### src/rtl/toycpu_pkg.sv
// Shared definitions for the toy CPU memory subsystem: default bus widths,
// the arbiter owner-state encoding and the burst-count helper.
package toycpu_pkg;

  localparam int TOYCPU_AW   = 16;
  localparam int TOYCPU_DW   = 16;
  localparam int BURST_CNT_W = 4;

  typedef enum logic [1:0] {
    IDLE = 2'd0,
    OWN0 = 2'd1,
    OWN1 = 2'd2
  } owner_e;

  function automatic logic [BURST_CNT_W-1:0] satInc(
    input logic [BURST_CNT_W-1:0] cnt,
    input logic [BURST_CNT_W-1:0] max
  );
    return (cnt >= max) ? cnt : cnt + BURST_CNT_W'(1);
  endfunction

endpackage

### src/rtl/mem_arb_burst_cnt.sv
// Counts consecutive grants to the current bus owner and flags when the owner
// has used up its burst while the other master is waiting.
module mem_arb_burst_cnt
  import toycpu_pkg::*;
#(
  parameter int BURST_MAX = 4
) (
  input  logic clk_i,
  input  logic rst_i,
  input  logic grant_i,
  input  logic sameOwner_i,
  input  logic otherReq_i,
  output logic limitReached_o
);

  localparam logic [BURST_CNT_W-1:0] MAX_CNT = BURST_CNT_W'(BURST_MAX);

  logic [BURST_CNT_W-1:0] count_q, count_d;

  // A grant to a new owner restarts at 1; the count saturates so a lone owner keeps the bus.
  always_comb begin
    count_d = '0;
    if (grant_i) begin
      count_d = sameOwner_i ? satInc(count_q, MAX_CNT) : BURST_CNT_W'(1);
    end
  end

  always_ff @(posedge clk_i) begin
    if (rst_i) begin
      count_q <= '0;
    end else begin
      count_q <= count_d;
    end
  end

  assign limitReached_o = (count_q == MAX_CNT) && otherReq_i;

endmodule

### src/rtl/mem_arbiter.sv
// Two-master arbiter for a single-port synchronous memory (m0 = CPU, m1 = DMA).
// Define MEM_ARB_RR_EN for round-robin tie breaking; otherwise m0 wins ties.
module mem_arbiter
  import toycpu_pkg::*;
#(
  parameter int AW        = TOYCPU_AW,
  parameter int DW        = TOYCPU_DW,
  parameter int BURST_MAX = 4
) (
  input  logic          clk,
  input  logic          rst,
  input  logic          m0_req,
  input  logic          m1_req,
  input  logic          m0_we,
  input  logic          m1_we,
  input  logic [AW-1:0] m0_addr,
  input  logic [AW-1:0] m1_addr,
  input  logic [DW-1:0] m0_wdata,
  input  logic [DW-1:0] m1_wdata,
  output logic          m0_gnt,
  output logic          m1_gnt,
  output logic [DW-1:0] m0_rdata,
  output logic [DW-1:0] m1_rdata,
  output logic          m0_rvalid,
  output logic          m1_rvalid,
  output logic [AW-1:0] mem_addr,
  output logic [DW-1:0] mem_wdata,
  output logic          mem_we,
  input  logic [DW-1:0] mem_rdata
);

  owner_e        state_q, state_d;
  logic          gnt0, gnt1, anyGnt;
  logic          tie, tieToM1, sameOwner, otherReq, limitReached;
  logic [AW-1:0] grantAddr, memAddr_q;
  logic [DW-1:0] grantWdata, memWdata_q;
  logic [DW-1:0] rdata0_q, rdata1_q;
  logic          rdPend0_q, rdPend1_q;

  assign tie = (state_q == IDLE) && m0_req && m1_req;

`ifdef MEM_ARB_RR_EN
  // Remembers only tie outcomes, so the first tie after reset goes to m0.
  logic lastWinner_q;

  always_ff @(posedge clk) begin
    if (rst) begin
      lastWinner_q <= 1'b1;
    end else if (tie) begin
      lastWinner_q <= gnt1;
    end
  end

  assign tieToM1 = ~lastWinner_q;
`else
  assign tieToM1 = 1'b0;
`endif

  assign otherReq  = ((state_q == OWN0) && m1_req) || ((state_q == OWN1) && m0_req);
  assign sameOwner = ((state_q == OWN0) && gnt0) || ((state_q == OWN1) && gnt1);
  assign anyGnt    = gnt0 | gnt1;

  mem_arb_burst_cnt #(
    .BURST_MAX(BURST_MAX)
  ) u_burstCnt (
    .clk_i         (clk),
    .rst_i         (rst),
    .grant_i       (anyGnt),
    .sameOwner_i   (sameOwner),
    .otherReq_i    (otherReq),
    .limitReached_o(limitReached)
  );

  always_comb begin
    gnt0    = 1'b0;
    gnt1    = 1'b0;
    state_d = IDLE;
    if (!rst) begin
      case (state_q)
        IDLE: begin
          if (tie) begin
            gnt0 = ~tieToM1;
            gnt1 = tieToM1;
          end else begin
            gnt0 = m0_req;
            gnt1 = m1_req;
          end
        end
        OWN0: begin
          if (m0_req && !limitReached) gnt0 = 1'b1;
          else                         gnt1 = m1_req;
        end
        OWN1: begin
          if (m1_req && !limitReached) gnt1 = 1'b1;
          else                         gnt0 = m0_req;
        end
        default: ;
      endcase
    end
    if (gnt0)      state_d = OWN0;
    else if (gnt1) state_d = OWN1;
  end

  always_ff @(posedge clk) begin
    if (rst) state_q <= IDLE;
    else     state_q <= state_d;
  end

  assign grantAddr  = gnt1 ? m1_addr  : m0_addr;
  assign grantWdata = gnt1 ? m1_wdata : m0_wdata;
  assign mem_addr   = anyGnt ? grantAddr  : memAddr_q;
  assign mem_wdata  = anyGnt ? grantWdata : memWdata_q;
  assign mem_we     = (gnt0 & m0_we) | (gnt1 & m1_we);
  assign m0_gnt     = gnt0;
  assign m1_gnt     = gnt1;

  // Read data returns one cycle after the grant; rst masks any read still in flight.
  assign m0_rvalid = rdPend0_q & ~rst;
  assign m1_rvalid = rdPend1_q & ~rst;
  assign m0_rdata  = m0_rvalid ? mem_rdata : rdata0_q;
  assign m1_rdata  = m1_rvalid ? mem_rdata : rdata1_q;

  always_ff @(posedge clk) begin
    if (rst) begin
      memAddr_q  <= '0;
      memWdata_q <= '0;
      rdPend0_q  <= 1'b0;
      rdPend1_q  <= 1'b0;
      rdata0_q   <= '0;
      rdata1_q   <= '0;
    end else begin
      if (anyGnt) begin
        memAddr_q  <= grantAddr;
        memWdata_q <= grantWdata;
      end
      rdPend0_q <= gnt0 & ~m0_we;
      rdPend1_q <= gnt1 & ~m1_we;
      if (m0_rvalid) rdata0_q <= mem_rdata;
      if (m1_rvalid) rdata1_q <= mem_rdata;
    end
  end

endmodule

### config.mk
export PLATFORM = sky130hd
export DESIGN_NAME = mem_arbiter
export DESIGN_NICKNAME = d
export VERILOG_FILES = /design/src/rtl/toycpu_pkg.sv /design/src/rtl/mem_arb_burst_cnt.sv /design/src/rtl/mem_arbiter.sv
export SDC_FILE = /design/constraint.sdc
export NUM_CORES = 1
export LEC_CHECK = 0
export CORE_MARGIN = 2
export CORE_UTILIZATION = 49
export DETAILED_ROUTE_END_ITERATION = 12
export MAX_ROUTING_LAYER = met4
export PLACE_DENSITY_LB_ADDON = 0.12
export SETUP_SLACK_MARGIN = 0.2
export SLEW_MARGIN = 20
export SYNTH_ARGS = -nofsm -noshare
export SYNTH_HDL_FRONTEND = slang
export SYNTH_HIERARCHICAL = 1
export SYNTH_SLANG_ARGS = --single-unit
### constraint.sdc
create_clock -name clk -period 5.3 [get_ports clk]
set_input_delay 0.795 -clock clk [delete_from_list [all_inputs] [get_ports clk]]
set_output_delay 0.795 -clock clk [all_outputs]
set_load 0.03 [all_outputs]
---- Word-level counts from Yosys, hierarchy flattened ----
Cells that the tools add are included.
cells by class
  $add $sub $neg .......................... 1
  $lt $le $gt $ge ......................... 1
  equal/unequal tests ..................... 4
  mux-type cells .......................... 20
  bitwise logic cells ..................... 13
  reduce and logical (&&, ||, !) cells .... 16
operators by type and width
  cell                                                                number
  2-to-1 mux 16 bit                                                   6
  2-to-1 mux 1 bit                                                    11
  logical AND 1 bit                                                   9
  bitwise AND 1 bit                                                   6
  one-hot mux 1 bit (3 select lines)                                  2
  NOT 1 bit                                                           5
  adder 4 x 1 -> 4 bit (second input constant)                        1
  == test 4 x 3 -> 1 bit (second input constant)                      1
  greater-or-equal comparator 4 x 3 -> 1 bit (second input constant)  1
  OR reduction 2 bit                                                  2
  OR reduction 3 bit                                                  1
  == test 2 x 1 -> 1 bit (second input constant)                      1
  == test 2 bit (second input constant)                               1
  zero test 2 bit                                                     1
  logical OR 1 bit                                                    2
  2-to-1 mux 2 bit                                                    1
  inequality test 2 bit (second input constant)                       1
  OR 1 bit                                                            2
  zero test 1 bit                                                     1
word-level totals
  flip-flop bits (word level) ............. 72

---- Longest topological paths before layout ----
Gate-level depths: netlist (run 1).
  word-level depth ........................ 13
  depth in mapped cells ................... 12
  gate-level depth less buffers ........... 10

---- Cells and area by module ----
The synthesis (run 1) kept the hierarchy.
modules (own cells, without submodules)
  module             instances  cells an instance  area each (sq um)  sequential area each (sq um)
  mem_arbiter        1          430                4095.2             1361.3
  mem_arb_burst_cnt  1          23                 193.9              80.1

---- Least setup slack after synthesis (run 1) ----
OpenSTA, ideal clock, no wires.
  path type ............................... input port to output port
  start ................................... input m0_req
  end ..................................... output mem_addr[10]
  data arrival time ....................... 2804 ps
  path slack .............................. 1701 ps
  stages .................................. 11
  buffers on the path ..................... 3
  cells stage by stage .................... a22o_1 > nand2_1 > nor3_1 > inv_1 > a22o_1 > nand3_2 > inv_2 > buf_6 > buf_6 > buf_2 > a21oi_1
between the ends
  longest elaborated chain between the ends .. 10
  elaborated cells on any way between the ends .. 21
  classes of those cells .................. mux: 12; bitwise: 1; reduce/logical: 8
ends and longest elaborated chain
  element                                        line                                   RTL
  start: declaration                             mem_arbiter.sv:12                      input logic m0_req,
  logical AND 1 bit *                            mem_arbiter.sv:59                      assign otherReq = ((state_q == OWN0) && m1_req) || ((state_q == OWN1) && m0_req);
  logical OR 1 bit *                             mem_arbiter.sv:59
  logical AND 1 bit *                            mem_arb_burst_cnt.sv:36                assign limitReached_o = (count_q == MAX_CNT) && otherReq_i;
  named net limitReached                         mem_arbiter.sv:34                      logic tie, tieToM1, sameOwner, otherReq, limitReached;
  zero test 1 bit *                              mem_arbiter.sv:90, mem_arbiter.sv:94
  logical AND 1 bit (on tied branches)           mem_arbiter.sv:94, mem_arbiter.sv:90
  2-to-1 mux 1 bit (on tied branches)            mem_arbiter.sv:94, mem_arbiter.sv:90
  one-hot mux 1 bit (3 select lines) *           mem_arbiter.sv:79                      case (state_q)
  2-to-1 mux 1 bit *                             mem_arbiter.sv:78                      if (!rst) begin
  named net m1_gnt                               mem_arbiter.sv:21                      output logic m1_gnt,
  2-to-1 mux 16 bit or OR 1 bit (tied branches)  mem_arbiter.sv:109, mem_arbiter.sv:61
  2-to-1 mux 16 bit *                            n/a
  end: declaration                               mem_arbiter.sv:26                      output logic [AW-1:0] mem_addr,
Mark *: on every way through the listed nets, which the timed path passes. The rest lies on a longest branch.

---- Worst setup path after layout (run 1) ----
  start ................................... input m0_req
  end ..................................... output mem_addr[10]
between the ends
  longest elaborated chain between the ends .. 10
  elaborated cells on any way between the ends .. 21
  classes of those cells .................. mux: 12; bitwise: 1; reduce/logical: 8
ends and longest elaborated chain
  element                                        line
  logical AND 1 bit *                            mem_arbiter.sv:59
  logical OR 1 bit *                             mem_arbiter.sv:59
  named net otherReq                             mem_arbiter.sv:34
  logical AND 1 bit *                            mem_arb_burst_cnt.sv:36
  named net limitReached                         mem_arbiter.sv:34
  zero test 1 bit *                              mem_arbiter.sv:90, mem_arbiter.sv:94
  logical AND 1 bit (on tied branches)           mem_arbiter.sv:94, mem_arbiter.sv:90
  2-to-1 mux 1 bit (on tied branches)            mem_arbiter.sv:94, mem_arbiter.sv:90
  one-hot mux 1 bit (3 select lines)             mem_arbiter.sv:79
  2-to-1 mux 1 bit                               mem_arbiter.sv:78
  2-to-1 mux 16 bit or OR 1 bit (tied branches)  mem_arbiter.sv:109, mem_arbiter.sv:61
  2-to-1 mux 16 bit *                            n/a
Marked as above.

==> metrics.csv, run 1 <==
stage,metric,value,unit
yosys,cell area after synthesis,4290,um^2
timing,worst relative slew slack,38.9,%
timing,Final Slew Violations,0,
clock_tree,cts bufs inserted,9,
timing,worst slew pin tran,912,ps
power,Pwr Total,1.62,mW
final_layout,final cell count without fillers,699,
setup_path,CP bufs+invs,3,
timing,Setup-failing EPs final,0,
yosys,Synth Warn #,6,
route,Via density,5.80,
global_routing,first-pass GRT wire length,19.8,mm
clock_tree,H-tree depth,3,
job,max_cap viols,0,
setup_path,"reg-to-reg slack, setup",2370,ps
setup_path,CP arrival,4070,ps
global_routing,largest net degree at the start of global routing,58,
final_layout,Ant. Diodes,0,
yosys,sequential share of the synthesized area,33.6,%
yosys,syn_area_per_cell,9.47,um^2
timing,Peak Freq,0.206,GHz
clock_tree,maximum clock path buffer count,2,
clock_tree,TritonCTS clock tree,done,
setup_path,max incr delay on CP,840,ps
setup_path,type of origin of the critical path,input pin,
clock_tree,CTS sink cnt,72,
power,Max IR drop VDD,0.152,mV
placed_design,I/O Buffers,154,
final_layout,# fillers,699,
setup_path,CP cell instances,clkdlybuf4s50_1 -> a22o_1 -> nand2_1 -> nor3_2 -> nor4b_4 -> buf_4 -> a22o_1 -> a2111oi_2 -> a21oi_1 -> clkdlybuf4s50_1,
yosys,Post-synth EDFFs,0,
min_path,hold endpoint,rdata0_q[4],
floorplan,die height,97.6,um
power,Leak,2.33,nW
global_routing,vias in the first global route,4082,
setup_path,reg2reg end,memAddr_q[14],
route,DRT antenna net count,0,
timing,Final Skew,9.77,ps
min_path,hold depth,2,
yosys,Syn Inst Count,453,
timing,fin crit period,4860,ps
timing,Tcrit/Tclk final,91.8,%
run_status,status,completed,
route,total number of vias,4051,
clock_tree,clock latency on the worst-skew pair,330,ps
global_routing,gr usage total,25.5,%
final_layout,multi-input logic area,2490,um^2
setup_path,CP Class,input pin to output port,
timing,Final Hold Vio Count,0,
setup_path,r2r startpoint,state_q[0],
floorplan,num ports,155,
yosys,"Top FF cell, synth",dfxtp_1,
setup_path,crit path capture type,output port,
setup_path,CP Max Fanout,17,
floorplan,core region area,8590,um^2
route,WL final,11.9,mm
global_routing,initial antenna violation count,0,
floorplan,FP Rows,34,
route,Initial DRC Count,132,
min_path,worst hold path startpoint,rdata0_q[4],
route,Wirelength per Cell,17.0,um
power,PwrDens,263,nW/um^2
route,DRC viols,0,
yosys,asr flop ratio synth,0,%
final_layout,fin nets,674,
placed_design,GPL Wtd Cong,0.796,
timing,Setup TNS,0,ps
placed_design,Inst Count DP,683,
floorplan,DIE AREA,9520,um^2
setup_path,CP required,4510,ps
clock_tree,Clock Tree Root,clkbuf_8,
yosys,Cell variety after synth,35,
clock_tree,# hold bufs at CTS,0,
timing,RSZ-0062 raised after global routing,no,
clock_tree,"Clk pin slew, worst setup/hold paths",70,ps
final_layout,Layout area overhead,43.4,%
final_layout,final core utilization,71.6,%
final_layout,register area,1440,um^2
min_path,Hold Path Class,register to register,
setup_path,CP top delay family,buffers and inverters,
yosys,synthesized flop and latch total,72,
route,Initial DRT Pass Iterations,4,
setup_path,worst r2r path cells,9,
setup_path,"Slowest-stage cell, CP",nor4b_4,
placed_design,dpl hpwl,8.18,mm
yosys,Syn Nets,541,
final_layout,layout cells sized above 1,18.1,%
global_routing,Congestion Overflow GR,0,
floorplan,Die X-Extent,97.6,um
floorplan,Starting Density,49.9,%
[cells by family after synthesis]
logic type / share of synthesized area (%)
AND/OR/NAND/NOR: 11.7
flip-flops: 33.6
multiplexers: 15.9
adder cells (fa/ha/maj): 0.583
AO/OA/AOI/OAI: 29.4
buffers and inverters: 8.81
[sequential cells by signal (all words and copies together) (netlist names)]
register,cells
rdata0_q,16
state_q,2
rdPend0_q,1
memWdata_q,16
memAddr_q,16
rdata1_q,16
rdPend1_q,1
u_burstCnt/count_q,4
[synth_stat cells, types with 2 or more instances]
library cell,count,area share (%)
mux2_2,32,8.4
a211oi_1,27,4.7
buf_6,2,0.53
buf_2,26,3.0
mux2i_1,32,7.5
a221oi_1,2,0.41
o21ai_0,3,0.35
nor3_1,3,0.35
a22oi_1,6,1.1
nor2_1,36,3.2
dfxtp_1,72,34
ha_1,2,0.58
a21oi_1,39,4.6
buf_1,5,0.44
nor4b_1,27,5.5
nor2b_1,3,0.44
a221oi_2,3,1.1
inv_1,42,3.7
a22o_1,35,7.1
nand2b_1,3,0.44
nand2_1,2,0.18
clkbuf_1,12,1.1
a2111oi_2,27,9.5
[cell type report]
cell class,count,area share [%]
tap,108,2.20
inverter,43,2.62
timing repair buffer,167,27.2
clock buffer,11,2.46
sequential,72,23.4
multi-input combinational,293,40.5
clock inverter,5,1.67
[repair_timing]
action	in CTS	in global routing
setup endpoints to repair	0	22
resized for setup	0	1
setup buffers	0	0
[cell usage in the layout (no fill, tap or decap), drive strengths merged, types with 2 or more instances in the layout]
cell type / netlist / final
bufinv: 0 / 3
clkbuf: 12 / 11
mux2i: 32 / 32
dfxtp: 72 / 72
nand2: 2 / 2
nor3: 4 / 4
inv: 43 / 43
a221oi: 5 / 5
o21ai: 3 / 3
a2111oi: 27 / 27
a211oi: 27 / 27
nor4b: 28 / 28
nor2b: 3 / 3
a21oi: 39 / 39
buf: 33 / 20
nor2: 36 / 36
clkdlybuf4s50: 0 / 147
ha: 2 / 2
a22oi: 6 / 6
mux2: 32 / 32
nand2b: 3 / 3
a22o: 35 / 35
[through the flow]
step | setup WS [ps] | hold slack (ps) | area [um^2]
4_1_cts | 319 | 491 | 6140
3_5_place_dp | 371 | 479 | 5890
6_report | 435 | 499 | 6150
3_3_place_gp | 531 | 468 | 5890
5_1_grt | 250 | 517 | 6150
2_1_floorplan | 1700 | 450 | 4290
[worst max path at each step]
stage / start / depth (start not counted) / end / slack, ps
floorplan: m0_req / 11 / mem_addr[10] / 1700
global placement: m0_req / 10 / mem_addr[13] / 530
detailed placement: m0_req / 10 / mem_addr[10] / 370
CTS: m0_req / 10 / mem_addr[10] / 320
global route: m0_req / 10 / mem_addr[13] / 250
finish: m0_req / 10 / mem_addr[10] / 440
[worst min-delay path, stage by stage, from the launching register on]
cell and delay [ps]:
dfxtp_1 330, mux2i_1 60, nor2_1 70
[metal layers]
layer	routed length, um	global-route usage [%]	up-vias
met5	0	-	-
met4	235	7.69	0
met3	773	6.04	20
met2	5910	42.2	131
met1	4960	31.0	1940
li1	-	-	1960
[power by group]
group	switching [mW]	internal, mW
Sequential	0.0198	0.571
Combinational	0.253	0.233
Clock	0.203	0.338
(Power assumes the default switching activity.)
==> run 2: changes to the inputs <==
- CORE_ASPECT_RATIO: not set -> 1.4
==> metrics.csv, run 2 (synthesis results as in run 1) <==
stage,metric,value,unit,change
final_layout,Layout area overhead,44.5,%,
clock_tree,CTS sink cnt,72,,unchanged
floorplan,FP Rows,40,,+18%
setup_path,max incr delay on CP,860,ps,+20 ps
global_routing,largest net degree at the start of global routing,51,,-12%
final_layout,"commonest non-fill, non-tap cell in the layout",clkdlybuf4s50_1,,
route,met1 wire length,4.98,mm,+0.38%
clock_tree,# resized after CTS,0,,unchanged
floorplan,DIE AREA,9530,um^2,+0.11%
floorplan,core region area,8560,um^2,-0.41%
global_routing,first-pass GRT wire length,19.2,mm,-3.0%
clock_tree,postcts setup bufs,0,,unchanged
setup_path,Crit. path cell count,10,,unchanged
setup_path,reg2reg end,memAddr_q[3],,
power,PwrDens,280,nW/um^2,+6.6%
route,DRT antenna net count,0,,unchanged
job,max_cap viols,0,,unchanged
route,WL final,11.8,mm,-0.43%
final_layout,layout cells sized above 1,17.5,%,-0.65 points
setup_path,"Slowest-stage cell, CP",o22a_2,,
final_layout,multi-input logic area,2480,um^2,-0.30%
run_status,status,completed,,
route,DRC viols,0,,unchanged
route,Initial DRC Count,274,,+110%
setup_path,type of origin of the critical path,input pin,,
clock_tree,# hold bufs at CTS,0,,unchanged
timing,worst setup margin,580,ps,+145 ps
global_routing,initial antenna violation count,0,,unchanged
setup_path,"reg-to-reg slack, setup",2430,ps,+60 ps
final_layout,most frequent cells in the layout,"clkdlybuf4s50_1 (147), dfxtp_1 (72), inv_1 (42)",,
placed_design,pre-CTS setup slack,597,ps,+226 ps
power,Pwr Total,1.74,mW,+7.4%
setup_path,crit path capture type,output port,,
setup_path,worst r2r path cells,10,,+1
setup_path,CP required,4510,ps,about the same
placed_design,dpl hpwl,7.85,mm,-4.0%
global_routing,vias in the first global route,4009,,-1.8%
setup_path,CP arrival,3920,ps,-150 ps
setup_path,r2r startpoint,state_q[1],,
timing,Setup TNS,0,ps,unchanged
timing,Final Slew Violations,0,,unchanged
clock_tree,H-tree depth,3,,unchanged
floorplan,die height,115,um,+18%
timing,fin crit period,4720,ps,-145 ps
timing,RSZ-0062 raised after global routing,no,,
clock_tree,Clock Tree Root,clkbuf_16,,
final_layout,final core utilization,72.4,%,+0.85 points
final_layout,Finished Cell Area,6200,um^2,+0.77%
route,Detail Route met2 WL,5.96,mm,+0.88%
setup_path,CP Max Fanout,36,,+19
setup_path,CP bufs+invs,3,,unchanged
floorplan,num ports,155,,unchanged
final_layout,register area,1440,um^2,unchanged
placed_design,placed cell area,5870,um^2,-0.40%
setup_path,Setup crit start,m0_req,,
timing,worst relative slew slack,30.2,%,-8.7 points
global_routing,gr usage total,25.3,%,-0.23 points
clock_tree,"Clk pin slew, worst setup/hold paths",60,ps,about the same
timing,Tcrit/Tclk final,89.0,%,-2.7 points
setup_path,CP Class,input pin to output port,,
clock_tree,clock latency on the worst-skew pair,330,ps,about the same
timing,Final Skew,7.85,ps,-1.92 ps
final_layout,fin nets,673,,-0.15%
setup_path,CP top delay family,compound AO/OA/AOI/OAI gates,,
timing,Final Hold Vio Count,0,,unchanged
route,Initial DRT Pass Iterations,4,,unchanged
route,routed wl met3,786,um,+1.7%
final_layout,Ant. Diodes,0,,unchanged
min_path,worst hold path startpoint,rdata0_q[2],,
timing,Setup-failing EPs final,0,,unchanged
power,Leak,2.36,nW,+1.1%
setup_path,CP endpoint,mem_wdata[10],,
floorplan,Die X-Extent,83.1,um,-15%
min_path,Hold Path Class,register to register,,
final_layout,# fillers,650,,-7.0%
power,Max IR drop VDD,0.203,mV,+33%
route,Via density,5.78,,-0.22%
clock_tree,cts bufs inserted,9,,unchanged
clock_tree,maximum clock path buffer count,2,,unchanged
route,total number of vias,4019,,-0.79%
clock_tree,TritonCTS clock tree,done,,
placed_design,GPL Wtd Cong,0.826,,+3.8%
route,highest metal used,met4,,
timing,worst slew pin tran,1050,ps,+135 ps
timing,Peak Freq,0.212,GHz,+3.1%
floorplan,Starting Density,50.1,%,+0.20 points
setup_path,cell repeated most along the worst path,clkdlybuf4s50_1,,
setup_path,CP cell instances,clkdlybuf4s50_1 -> a22o_1 -> nand2_1 -> nor3_1 -> buf_4 -> nor2b_2 -> o22a_2 -> a2111oi_2 -> a21oi_1 -> clkdlybuf4s50_1,,
placed_design,I/O Buffers,154,,unchanged
global_routing,Congestion Overflow GR,0,,unchanged
route,Wirelength per Cell,17.0,um,+0.14%
[run 2: per-layer routing]
metal	vias to the layer above	GRT usage (%)
met5	-	-
met4	0	8.63
met3	6	7.43
met2	137	41.9
met1	1911	29.3
li1	1965	-
[run 2: worst min path at each step]
stage,depth (start not counted),endpoint
after floorplan,2,u_burstCnt/count_q[3]
after global placement,2,rdata1_q[13]
after detailed placement,2,rdata1_q[1]
after CTS,2,rdata1_q[0]
after global routing,2,rdata1_q[0]
final,2,rdata0_q[2]
[run 2: per-stage QoR]
stage / hold WS, ps / instances
detailed placement: 480 / 679
finish: 491 / 695
floorplan: 450 / 453
CTS: 494 / 695
global route: 511 / 695
global placement: 467 / 679
[run 2: where the power goes]
group	internal [mW]	leakage, nW	switching, mW	total (mW)
Sequential	0.572	0.589	0.0193	0.592
Clock	0.439	0.159	0.226	0.665
Combinational	0.230	1.61	0.253	0.482
[run 2: final cells by class]
| cell class | instances | area share, % |
|---|---|---|
| multi-input combinational | 293 | 40.0 |
| timing repair buffer | 166 | 26.6 |
| sequential | 72 | 23.2 |
| clock buffer | 12 | 4.14 |
| inverter | 43 | 2.60 |
| tap | 105 | 2.12 |
| clock inverter | 4 | 1.23 |
[run 2: tightest hold or removal path: cells and delay by family (launching register included)]
family        cells  cell delay (ps)
simple gates      1               70
mux               1               60
flops             1              320
==> variant 1 (config.mk and constraints of run 2) <==
One comparison of `count_q` changes from == to >=.
--- a/src/rtl/mem_arb_burst_cnt.sv
+++ b/src/rtl/mem_arb_burst_cnt.sv
@@ -33,7 +33,7 @@
     end
   end
 
-  assign limitReached_o = (count_q == MAX_CNT) && otherReq_i;
+  assign limitReached_o = (count_q >= MAX_CNT) && otherReq_i;
 
 endmodule
 
Formal check against the unedited RTL: same outputs for any inputs over 10 cycles, from zero or initial values and one cycle with rst high; that may be too few to reach the edited logic, so the function may still have changed.
==> variant 1 against run 2 <==
Area after synthesis down 0.50%. Setup slack worse by 0.048 ns. Sequential cell count unchanged. Via count grew 2.1%. Total power shrank 6.2%. Critical endpoint is now mem_addr[9]. Clock power shrank 17%. Final area fell by 1.0%. Highest routed layer unchanged. Synthesized cell count decreased by 0.88%. Routed wire length rose by 0.37%. Critical path type unchanged.
==> variant 1: results (changes against run 2) <==
** Worst setup path
- Cell family with most CP delay :: buffers and inverters
- Worst EP arrival :: 3.97 ns (+0.05 ns)
- CP max stage cell :: sky130_fd_sc_hd__clkdlybuf4s50_1
- Largest fanout on the critical path :: 31 (-14%)
- The worst register-to-register path ends at memWdata_q[8].

** Placed design
- DP Worst Slack :: 0.5451 ns (-0.05216 ns)
- Detail Placement HPWL :: 8.202 mm (+4.5%)
- The placed cell count is 677 (-0.29%).
- The post-detailed-placement cell area was 5863 um^2 (about the same).

** Final layout
- Area Growth Syn to Fin :: 43.80%
- FILL cells :: 664 (+2.2%)
- Net count, final :: 670 (-0.45%)

** Route
- The total length of routed wires came to 11.87 mm (+0.37%).
- The routed via count divided by cell count came to 5.921 (+2.4%).

** Pwr
- The maximum resistive drop on vdd came to 0.0001901 V (-6.3%).
- The net switching power figure was 507.7 uW (+2.0%).
- Leak :: 2.313 nW (-1.9%)

** Outcome
- The run finished with clean final reports.

** Global route
- The aggregate global-route resource usage is 25.85% (+0.57 points).
- Global-route wire length before repair :: 19.64 mm (+2.3%)
- Maximum number of pins on one net before global-route repair :: 66 (+29%)

** STA
- The largest clock skew in the final design is 0.004829 ns (-0.003024 ns).
- Slew at the pin closest to its max-slew limit :: 1.023 ns (-0.02410 ns)

** Worst hold path
- The path with the worst hold slack has its endpoint at u_burstCnt/count_q[1].

** Logic synthesis
- Ranking of synthesized cells by area :: sky130_fd_sc_hd__dfxtp_1, sky130_fd_sc_hd__a2111oi_2, sky130_fd_sc_hd__mux2_2
- The portion of the post-synthesis area used by sequential elements is 33.77% (+0.17 points).
- The commonest cells after synthesis are sky130_fd_sc_hd__dfxtp_1, sky130_fd_sc_hd__inv_1, sky130_fd_sc_hd__a21oi_1.
- Synthesized net count :: 536 (-0.92%)
variant 1: how the worst max path moves through the flow:
stage            from           end  slack (ns)  cells past startpoint
2_1_floorplan  m0_req  mem_addr[10]        1.81                     10
3_3_place_gp   m0_req   mem_addr[9]        0.61                     11
3_5_place_dp   m0_req   mem_addr[9]        0.55                     11
4_1_cts        m0_req   mem_addr[9]        0.53                     11
5_1_grt        m0_req  mem_wdata[8]        0.31                     11
6_report       m0_req   mem_addr[9]        0.53                     11
variant 1: cell families (layout without fill, tap and decap cells):
logic type / Yosys count / in the layout / share of synthesized area, %
compound gates: 146 / 146 / 29.73
buf+inv: 86 / 225 / 8.677
simple gates: 80 / 80 / 11.58
flops: 72 / 72 / 33.77
mux: 64 / 64 / 15.95
fa+ha+maj: 1 / 1 / 0.2931
variant 1: area by class of cell:
type / count / area share, %
Clock buffer: 10 / 3.731
Tap cell: 105 / 2.141
Inverter: 41 / 2.508
Multi-Input combinational cell: 291 / 40.20
Timing Repair Buffer: 168 / 27.20
Clock inverter: 6 / 0.7339
Sequential cell: 72 / 23.49
variant 1: routing by layer:
| layer | global-route usage [%] | share of wire, % | wire length, um |
|---|---|---|---|
| met1 | 29.41 | 41 | 4883 |
| met4 | 10.27 | 2.0 | 242 |
| met3 | 5.840 | 5.7 | 674 |
| met2 | 44.19 | 51 | 6073 |
| met5 | - | 0 | 0 |
variant 1: power groups by stage:
stage / clock, mW / sequential (mW) / combinational [mW]
final: 0.555 / 0.593 / 0.483
after global routing: 0.595 / 0.597 / 0.513
after CTS: 0.568 / 0.593 / 0.485
after detailed placement: 0 / 0.605 / 0.482
after global placement: 0 / 0.603 / 0.476
after floorplan: 0 / 0.598 / 0.290
==> variant 2 (flow settings as in run 2) <==
Without the edit above. The option `MEM_ARB_RR_EN` is turned on by a define.
--- a/src/rtl/mem_arbiter.sv
+++ b/src/rtl/mem_arbiter.sv
@@ -1,5 +1,7 @@
 // Two-master arbiter for a single-port synchronous memory (m0 = CPU, m1 = DMA).
 // Define MEM_ARB_RR_EN for round-robin tie breaking; otherwise m0 wins ties.
+`define MEM_ARB_RR_EN
+
 module mem_arbiter
   import toycpu_pkg::*;
 #(
Check against the original RTL: not equivalent (Yosys sat finds a counterexample within 4 cycles, from zero or initial values and one cycle with rst high).
==> variant 2 against run 2 <==
Routed wire length shrank 19%. Hold slack better by 0.0012 ns. Clock power decreased by 42%. Final area is 12% lower. Total power decreased by 15%. Setup slack got worse by 0.084 ns. Area after synthesis fell by 13%. First-iteration DRC count fell by 41%. Sequential cell count up 1. Final cell count shrank 1.6%.
==> variant 2: results (changes against run 2) <==
** Outcome
- The run finished with clean final reports.

** Pwr
- Power spent charging and discharging nets :: 466.4 uW (-6.3%)
- Leak :: 2.099 nW (-11%)
- Maximum vdd ir drop :: 0.0001826 V (-10%)

** Final layout
- The final cell utilization of the core is 73.94% (+1.5 points).
- FILL cells :: 605 (-6.9%)
- The layout cell share with drive strength beyond 1 is 9.710% (-7.7 points).
- Net count, final :: 670 (-0.45%)
- Inserted Diodes :: 0 (unchanged)

** Global route
- Vias in the first global route :: 3458 (-14%)
- Global-route wire length before repair :: 15.65 mm (-18%)
- Maximum number of pins on one net before global-route repair :: 131 (+160%)
- The aggregate global-route resource usage is 24.08% (-1.2 points).

** Worst hold path
- The path with the worst hold slack has its endpoint at rdata1_q[12].
- In this run the most critical hold path is launched from rdata1_q[12].
- Hold depth :: 2 (unchanged)

** Logic synthesis
- Synthesized net count :: 532 (-1.7%)
- Count of warnings emitted by yosys :: 6 (unchanged)
- The portion of the post-synthesis area used by sequential elements was 39.21% (+5.6 points).
- Ranking of synthesized cells by area :: sky130_fd_sc_hd__dfxtp_1, sky130_fd_sc_hd__a31oi_1, sky130_fd_sc_hd__mux2i_1
- The commonest cells after synthesis are sky130_fd_sc_hd__dfxtp_1, sky130_fd_sc_hd__nor2_1, sky130_fd_sc_hd__a31oi_1.

** Route
- First DRT Iteration DRCs :: 161 (-41%)
- The total length of routed wires was 9.583 mm (-19%).
- The routed via count is 3710 (-7.7%).
- The detailed-router iteration count before antenna repair is 5 (+1).

** Worst setup path
- The worst register-to-register path begins at state_q[0].
- The worst reg2reg path depth came to 9 (-1).
- Largest fanout on the critical path :: 78 (+120%)
- CP max stage cell :: sky130_fd_sc_hd__clkdlybuf4s50_1
- The endpoint identified for the worst register-to-register timing path is memWdata_q[2].
- Max stage delay on crit path :: 0.72 ns (-0.14 ns)
- The arrival time at the worst endpoint came to 4.01 ns (+0.09 ns).
- The slack of the worst reg-to-reg path was 2.65 ns (+0.22 ns).

** STA
- The largest clock skew in the final design is 0.006294 ns (-0.001560 ns).
- The worst-margin pin slew is 0.7746 ns (-0.2724 ns).

** Clock network
- CTS buffer count :: 9 (unchanged)
- The maximum level of the CTS H-tree was 3 (unchanged).
- Clock root buffer :: sky130_fd_sc_hd__clkbuf_8

** Placed design
- Count of buffers from port buffering :: 154 (unchanged)
- Placer's final routability congestion estimate :: 0.8216 (-0.56%)
- Post-place instance area :: 5239 um^2 (-11%)
- Detail Placement HPWL :: 6.779 mm (-14%)
variant 2: cell count changes after synthesis, moves of 9 or more:
cell | before | now
sky130_fd_sc_hd__a2111oi_2 | 27 | 0
sky130_fd_sc_hd__a211oi_1 | 27 | 0
sky130_fd_sc_hd__a22o_1 | 35 | 2
sky130_fd_sc_hd__a31oi_1 | 0 | 64
sky130_fd_sc_hd__inv_1 | 42 | 7
sky130_fd_sc_hd__mux2_1 | 0 | 9
sky130_fd_sc_hd__mux2_2 | 32 | 23
sky130_fd_sc_hd__nand2_1 | 2 | 60
sky130_fd_sc_hd__nor2_1 | 36 | 66
sky130_fd_sc_hd__nor4b_1 | 27 | 0
variant 2: stage by stage:
| stage | std cells | hold slack [ns] | power (mW) | worst slack, ns |
|---|---|---|---|---|
| after detailed placement | 667 | 0.4788 | 1.095 | 0.4269 |
| after global placement | 667 | 0.4663 | 1.086 | 0.5241 |
| after floorplan | 444 | 0.4505 | 0.9052 | 1.990 |
| final | 684 | 0.4924 | 1.473 | 0.4964 |
| after global routing | 684 | 0.5191 | 1.556 | 0.2597 |
| after CTS | 683 | 0.4950 | 1.485 | 0.4270 |
variant 2: how the worst max path moves through the flow:
stage               startpoint      endpoint  slack (ns)  cells past startpoint
floorplan               m0_req  mem_addr[10]        1.99                      9
global placement        m0_req   mem_addr[6]        0.52                     10
detailed placement      m0_req  mem_wdata[3]        0.43                      9
CTS                     m0_req  mem_wdata[6]        0.43                      9
global route            m0_req  mem_addr[13]        0.26                      9
finish                  m0_req  mem_wdata[5]        0.50                      9
variant 2: layout make-up:
cell class	instances	area share, %
inverters	9	0.6667
well taps	97	2.230
multi-input cells	328	37.38
flip-flops and latches	73	26.85
repair buffers	161	29.66
clock inverters	2	0.2299
clock buffers	14	2.989
variant 2: cells by family after synthesis:
logic type	count (synthesis)	synth area share, %
and+or+nand+nor	153	17.96
DFF	73	39.21
buffers and inverters	43	6.479
xor gates and xnor gates	1	0.2350
muxes	64	18.26
AOI/OAI and AO/OA	108	17.19
adders and majority gates	2	0.6713
variant 2: routing by layer:
metal  global-route usage, %  up-vias  share of wire (%)
li1                        -     1853                  -
met1                   27.47     1706                 41
met2                   39.84      131                 51
met3                   5.135       20                5.3
met4                   11.99        0                3.0
met5                       -        -                  0
variant 2: power by group through the flow:
stage                     combinational [mW]  sequential, mW  clock (mW)
after floorplan                        0.281           0.624           0
after global placement                 0.458           0.628           0
after detailed placement               0.465           0.630           0
after CTS                              0.467           0.618       0.399
after global routing                   0.504           0.624       0.428
final                                  0.468           0.618       0.387
variant 2: critical path: cells and delay by family:
| kind | cells | cell delay (ns) |
|---|---|---|
| buffers and inverters | 3 | 1.61 |
| AOI/OAI and AO/OA | 4 | 1.12 |
| and+or+nand+nor | 2 | 0.43 |
